===== config.mk =====
export PLATFORM = sky130hd
export DESIGN_NAME = alu_issue
export DESIGN_NICKNAME = d
export VERILOG_FILES = /design/src/rtl/alu_issue.sv
export SDC_FILE = /design/constraint.sdc
export NUM_CORES = 2
export LEC_CHECK = 0
export CAP_MARGIN = 15
export CORE_MARGIN = 2
export CORE_UTILIZATION = 55
export CTS_CLUSTER_DIAMETER = 40
export DETAILED_ROUTE_END_ITERATION = 10
export PLACE_DENSITY = 0.83
export SKIP_CTS_REPAIR_TIMING = 1
export SLEW_MARGIN = 20
export SYNTH_ARGS = -nofsm -noshare
export SYNTH_HDL_FRONTEND = slang
export SYNTH_SLANG_ARGS = --single-unit

===== constraint.sdc =====
create_clock -name clk -period 2.76 [get_ports clk]
set_input_delay 0.552 -clock clk [delete_from_list [all_inputs] [get_ports clk]]
set_output_delay 0.552 -clock clk [all_outputs]
set_load 0.005 [all_outputs]

===== src/rtl/alu_issue.sv =====
// RV32I OP/OP-IMM issue stage: decode, register file read, pending-destination scoreboard
// and a one-entry output register feeding the ALU. Define ALU_ISSUE_BYPASS_EN for writeback forwarding.
module alu_issue #(
    parameter int              XLEN     = 32,
    parameter logic [XLEN-1:0] REG_INIT = '0
) (
    input  logic            clk,
    input  logic            rst_n,
    input  logic            in_valid,
    output logic            in_ready,
    input  logic [31:0]     in_instr,
    output logic            out_valid,
    input  logic            out_ready,
    output logic [XLEN-1:0] ra_d,
    output logic [XLEN-1:0] rb_d,
    output logic [2:0]      func3,
    output logic [6:0]      func7,
    output logic            imm_t,
    output logic [4:0]      out_rd,
    output logic            illegal,
    input  logic            wb_valid,
    input  logic [4:0]      wb_rd,
    input  logic [XLEN-1:0] wb_data
);
    // Handshakes: a transfer happens on a rising edge where valid & ready are both high;
    // ready never depends on valid, and the output side holds steady while valid & !ready.
    localparam logic [6:0] OPC_OP    = 7'b0110011;
    localparam logic [6:0] OPC_OPIMM = 7'b0010011;

    logic [6:0] opcode;
    logic [4:0] rd, rs1, rs2;
    logic [2:0] f3;
    logic [6:0] f7;
    logic       is_op, is_opimm, legal;

    assign opcode   = in_instr[6:0];
    assign rd       = in_instr[11:7];
    assign f3       = in_instr[14:12];
    assign rs1      = in_instr[19:15];
    assign rs2      = in_instr[24:20];
    assign f7       = in_instr[31:25];
    assign is_op    = (opcode == OPC_OP);
    assign is_opimm = (opcode == OPC_OPIMM);

    always_comb begin
        legal = 1'b0;
        if (is_op) begin
            legal = (f7 == 7'b0000000) ||
                    ((f7 == 7'b0100000) && ((f3 == 3'b000) || (f3 == 3'b101)));
        end else if (is_opimm) begin
            case (f3)
                3'b001:  legal = (f7 == 7'b0000000);
                3'b101:  legal = (f7 == 7'b0000000) || (f7 == 7'b0100000);
                default: legal = 1'b1;
            endcase
        end
    end

    logic [XLEN-1:0] rf_q [32];
    logic [31:0]     pend_q, pend_d, wb_clr, pend_haz;
    logic            hazard, slot_free, accept, issue;
    logic [XLEN-1:0] rs1_val, rs2_val, imm_ext;

    // x0 is never written and never marked pending, so it needs no special-casing on reads.
    assign wb_clr = (wb_valid && (wb_rd != 5'd0)) ? (32'd1 << wb_rd) : 32'd0;

`ifdef ALU_ISSUE_BYPASS_EN
    assign pend_haz = pend_q & ~wb_clr;
`else
    assign pend_haz = pend_q;
`endif

    assign hazard    = pend_haz[rs1] | (is_op & pend_haz[rs2]) | pend_haz[rd];
    assign slot_free = !out_valid | out_ready;
    assign in_ready  = slot_free & !hazard;
    assign accept    = in_valid & in_ready;
    assign issue     = accept & legal;
    assign imm_ext   = {{(XLEN-12){in_instr[31]}}, in_instr[31:20]};

    always_comb begin
        rs1_val = rf_q[rs1];
        rs2_val = rf_q[rs2];
`ifdef ALU_ISSUE_BYPASS_EN
        if (wb_valid && (wb_rd != 5'd0) && (wb_rd == rs1)) rs1_val = wb_data;
        if (wb_valid && (wb_rd != 5'd0) && (wb_rd == rs2)) rs2_val = wb_data;
`endif
    end

    // An issue to the same rd as this cycle's writeback re-arms the bit: set wins over clear.
    always_comb begin
        pend_d = pend_q & ~wb_clr;
        if (issue && (rd != 5'd0)) pend_d[rd] = 1'b1;
    end

    logic            out_valid_q, out_valid_d, illegal_q, illegal_d;
    logic [XLEN-1:0] ra_q, rb_q;
    logic [2:0]      f3_q;
    logic [6:0]      f7_q;
    logic            imm_q;
    logic [4:0]      rd_q;

    always_comb begin
        out_valid_d = out_valid_q & !out_ready;
        if (issue) out_valid_d = 1'b1;
        illegal_d = accept & !legal;
    end

    always_ff @(posedge clk or negedge rst_n) begin
        if (!rst_n) begin
            for (int i = 0; i < 32; i++) rf_q[i] <= (i == 0) ? '0 : REG_INIT;
        end else if (wb_valid && (wb_rd != 5'd0)) begin
            rf_q[wb_rd] <= wb_data;
        end
    end

    always_ff @(posedge clk or negedge rst_n) begin
        if (!rst_n) begin
            pend_q      <= '0;
            out_valid_q <= 1'b0;
            illegal_q   <= 1'b0;
            ra_q        <= '0;
            rb_q        <= '0;
            f3_q        <= '0;
            f7_q        <= '0;
            imm_q       <= 1'b0;
            rd_q        <= '0;
        end else begin
            pend_q      <= pend_d;
            out_valid_q <= out_valid_d;
            illegal_q   <= illegal_d;
            if (issue) begin
                ra_q  <= rs1_val;
                rb_q  <= is_op ? rs2_val : imm_ext;
                f3_q  <= f3;
                f7_q  <= f7;
                imm_q <= is_opimm;
                rd_q  <= rd;
            end
        end
    end

    assign out_valid = out_valid_q;
    assign illegal   = illegal_q;
    assign ra_d      = ra_q;
    assign rb_d      = rb_q;
    assign func3     = f3_q;
    assign func7     = f7_q;
    assign imm_t     = imm_q;
    assign out_rd    = rd_q;

endmodule


==> reports/metrics.cfg <==
[outcome]
outcome = finished with violations
violations = negative setup slack

[synthesis]
synthXorXnorAreaFrac_pct = 0.01471
yosys_most_used_dff = dfrtp_1
syn-cell-area_um2 = 59530
yosys.area.top_type_share_pct = 47.84
syn_inst = 3758
ys_warn_count = 0
yosysSeqAreaShare_pct = 47.84
syn-num-nets = 3832
yosys_register_bits = 1138
async_flop_share_pct = 100.0
synthMuxAreaShare_pct = 45.03
synth_fa_ha_area_share_pct = 0
postSynthAreaPerCell_um2 = 15.84
synth-compound-area-share_pct = 2.035
ys_types = 50
yosys.area_share.simple_pct = 2.112
synth_top_area_cell = dfrtp_1
synth_edf_count = 0
yosys-top-cells-area = dfrtp_1, mux4_2, mux2_2
synth_top_family_by_area = multiplexers

[floorplan]
die_h_um = 333.0
initial_core_util_pct = 55.53
io_pins = 157
core_um2 = 107200
dieArea_um2 = 110900
rows = 120
die_w_um = 333.0

[worst_setup_path]
ff2ff_setup_slack_ps = -130
cp-startpoint = pend_haz[23]$_DFF_PN0_
crit_fanout = 2
endpoint_kind = output port
slowest_delay_ps = 500
cp.required_ps = 2210
cpMaxStageDelayCell = mux4_2
cp.arrival_ps = 2680
crit_type = flip-flop to output port
rr_startpoint = pend_haz[31]$_DFF_PN0_
start_kind = flip-flop
path_cells = mux4_2 > nand2b_1 > nand3_2 > nand4_1 > or3_4 > nor3_4 > clkbuf_2

[power_and_ir_drop]
p_per_area_nw_per_um2 = 719.4
ir_drop_v = 0.0006033
p_total_w = 0.05130
cellLeakagePower_nw = 31.17

[cells_and_area]
drive_gt1_share_pct = 59.07
fin_nets = 4145
nFillCells = 6864
final_util_pct = 66.52
final_cell_mix = dfrtp_1, mux2_2, mux4_2
syn_to_final_growth_pct = 19.79
final_common_cell = dfrtp_1
finalNonFillerCells = 5598

[grt]
first_global_vias = 40660
grt_use_met2_pct = 51.35
met3_usage_pct = 8.769
gr-usage-all-layers_pct = 32.58
grt-busiest-layer = met2
grt_first_pass_wirelength_mm = 267.3
grt_use_met1_pct = 41.74
grt_max_degree = 109
grt-ovfl-total = 0
antenna_found_initial = 3

[route]
ant_nets = 0
route.detailed.drc = 0
drt-pass1-iter-count = 6
wirelength_mm = 180.8
drtIter0Drc = 4423
routedWlPerCell_um = 32.29
viasPerCell = 6.943
vias = 38870

[sta]
rsz0062_at_grt = yes
hold_viol_final = 0
period_minus_slack_ps = 3232
max_freq_ghz = 0.3094
holdWs_ps = 314.1
worst_slew_pin_slew_ps = 1054
fin_ws_ps = -471.6
finClkSkew_ps = 28.89
max-slew-margin-rel_pct = 29.73
setup_violations = 77
post-route-period-util_pct = 117.1
slew_violations = 0

[clock_tree]
clk_path_buf_depth = 3
htreeDepth = 4
cts_tree = yes
cts-root-buf = clkbuf_16
path_clk_slew_ps = 60
clkSinkCount = 1138
cts_buffers = 148
clock_latency_ps = 760

[placed_design]
gp_congestion = 0.9053
io_buffers = 156
dp_cells = 5308
dp_slack_ps = -1090
hpwl_mm = 109.3

[job]
cap_violations = 0

[min_path]
hp-class = primary input to asynchronous set/reset pin

[power by group]
group	switching [W]	internal (W)
Sequential	0.00225	0.0196
Combinational	0.00344	0.00600
Clock	0.00790	0.0121
[flip-flops by register name (all words and copies together), names as in the netlist]
register	flops
ra_d	32
rf_q	1024
illegal	1
imm_t	1
func3	3
rb_d	32
func7	7
out_rd	5
pend_haz	32
out_valid	1
[final cells by class]
cell class | instances | area [um^2] | share of cell area [%]
multi-input cells | 2196 | 29520 | 41.40
inverters | 8 | 30.03 | 0.04211
clock buffers | 184 | 4084 | 5.727
repair buffers | 579 | 6379 | 8.945
diodes | 2 | 5.005 | 0.007019
clock inverters | 88 | 1055 | 1.479
flip-flops and latches | 1138 | 28480 | 39.94
well taps | 1403 | 1755 | 2.462
[kinds of logic (layout without fill, tap and decap cells)]
kind of cell,count (synthesis),count (layout)
muxes,1790,1790
DFF,1138,1138
buffers and inverters,424,859
and+or+nand+nor,230,230
AOI/OAI and AO/OA,175,175
xor gates and xnor gates,1,1
other,0,2
[metal layers]
metal	part of all wire, %	vias up
met4	6.1	0
met5	0	-
met1	36	20660
li1	-	15270
met2	48	2280
met3	10	655
[critical path, delay by kind of cell (launching register included)]
kind                   cells  cell delay (ps)
and+or+nand+nor            5              890
buffers and inverters      1              150
DFF                        1              400
muxes                      1              500
[worst paths after layout]
| check | to | cells after the start |
|---|---|---|
| min in group clk | rf_q[1016]$_DFFE_PN0P_ | 0 |
| setup reg to reg | ra_d[18]$_DFFE_PN0P_ | 11 |
| hold reg to reg | rf_q[1016]$_DFFE_PN0P_ | 0 |
| setup / recovery | in_ready | 7 |
| hold / removal | out_rd[3]$_DFFE_PN0P_ | 2 |
| max in group asynchronous | rf_q[308]$_DFFE_PN0P_ | 4 |
[cell usage after synthesis, types with 8 or more instances]
cell type  instances
or4_1              9
clkbuf_1         238
a31o_2            26
nand4_1            9
mux2i_1           68
buf_2             83
mux2_2          1117
a211oi_1          14
and2_1            20
o211ai_1          15
mux4_2           598
nand3_1           17
a21oi_1           26
o21ai_0           23
o22ai_1           35
nor3_1            18
nor2b_1           41
a211o_1           13
nand2_1           62
dfrtp_1         1138
nor2_1            22
inv_1              8
buf_1             83
[metrics by stage]
step | TNS [ps] | area (um^2)
global route | -10580 | 71300
CTS | -6937 | 70960
detailed placement | -94780 | 65820
finish | -5941 | 71310
floorplan | 0 | 59560
global placement | -89730 | 65820
No activity file was read; power rests on OpenSTA's default activity.
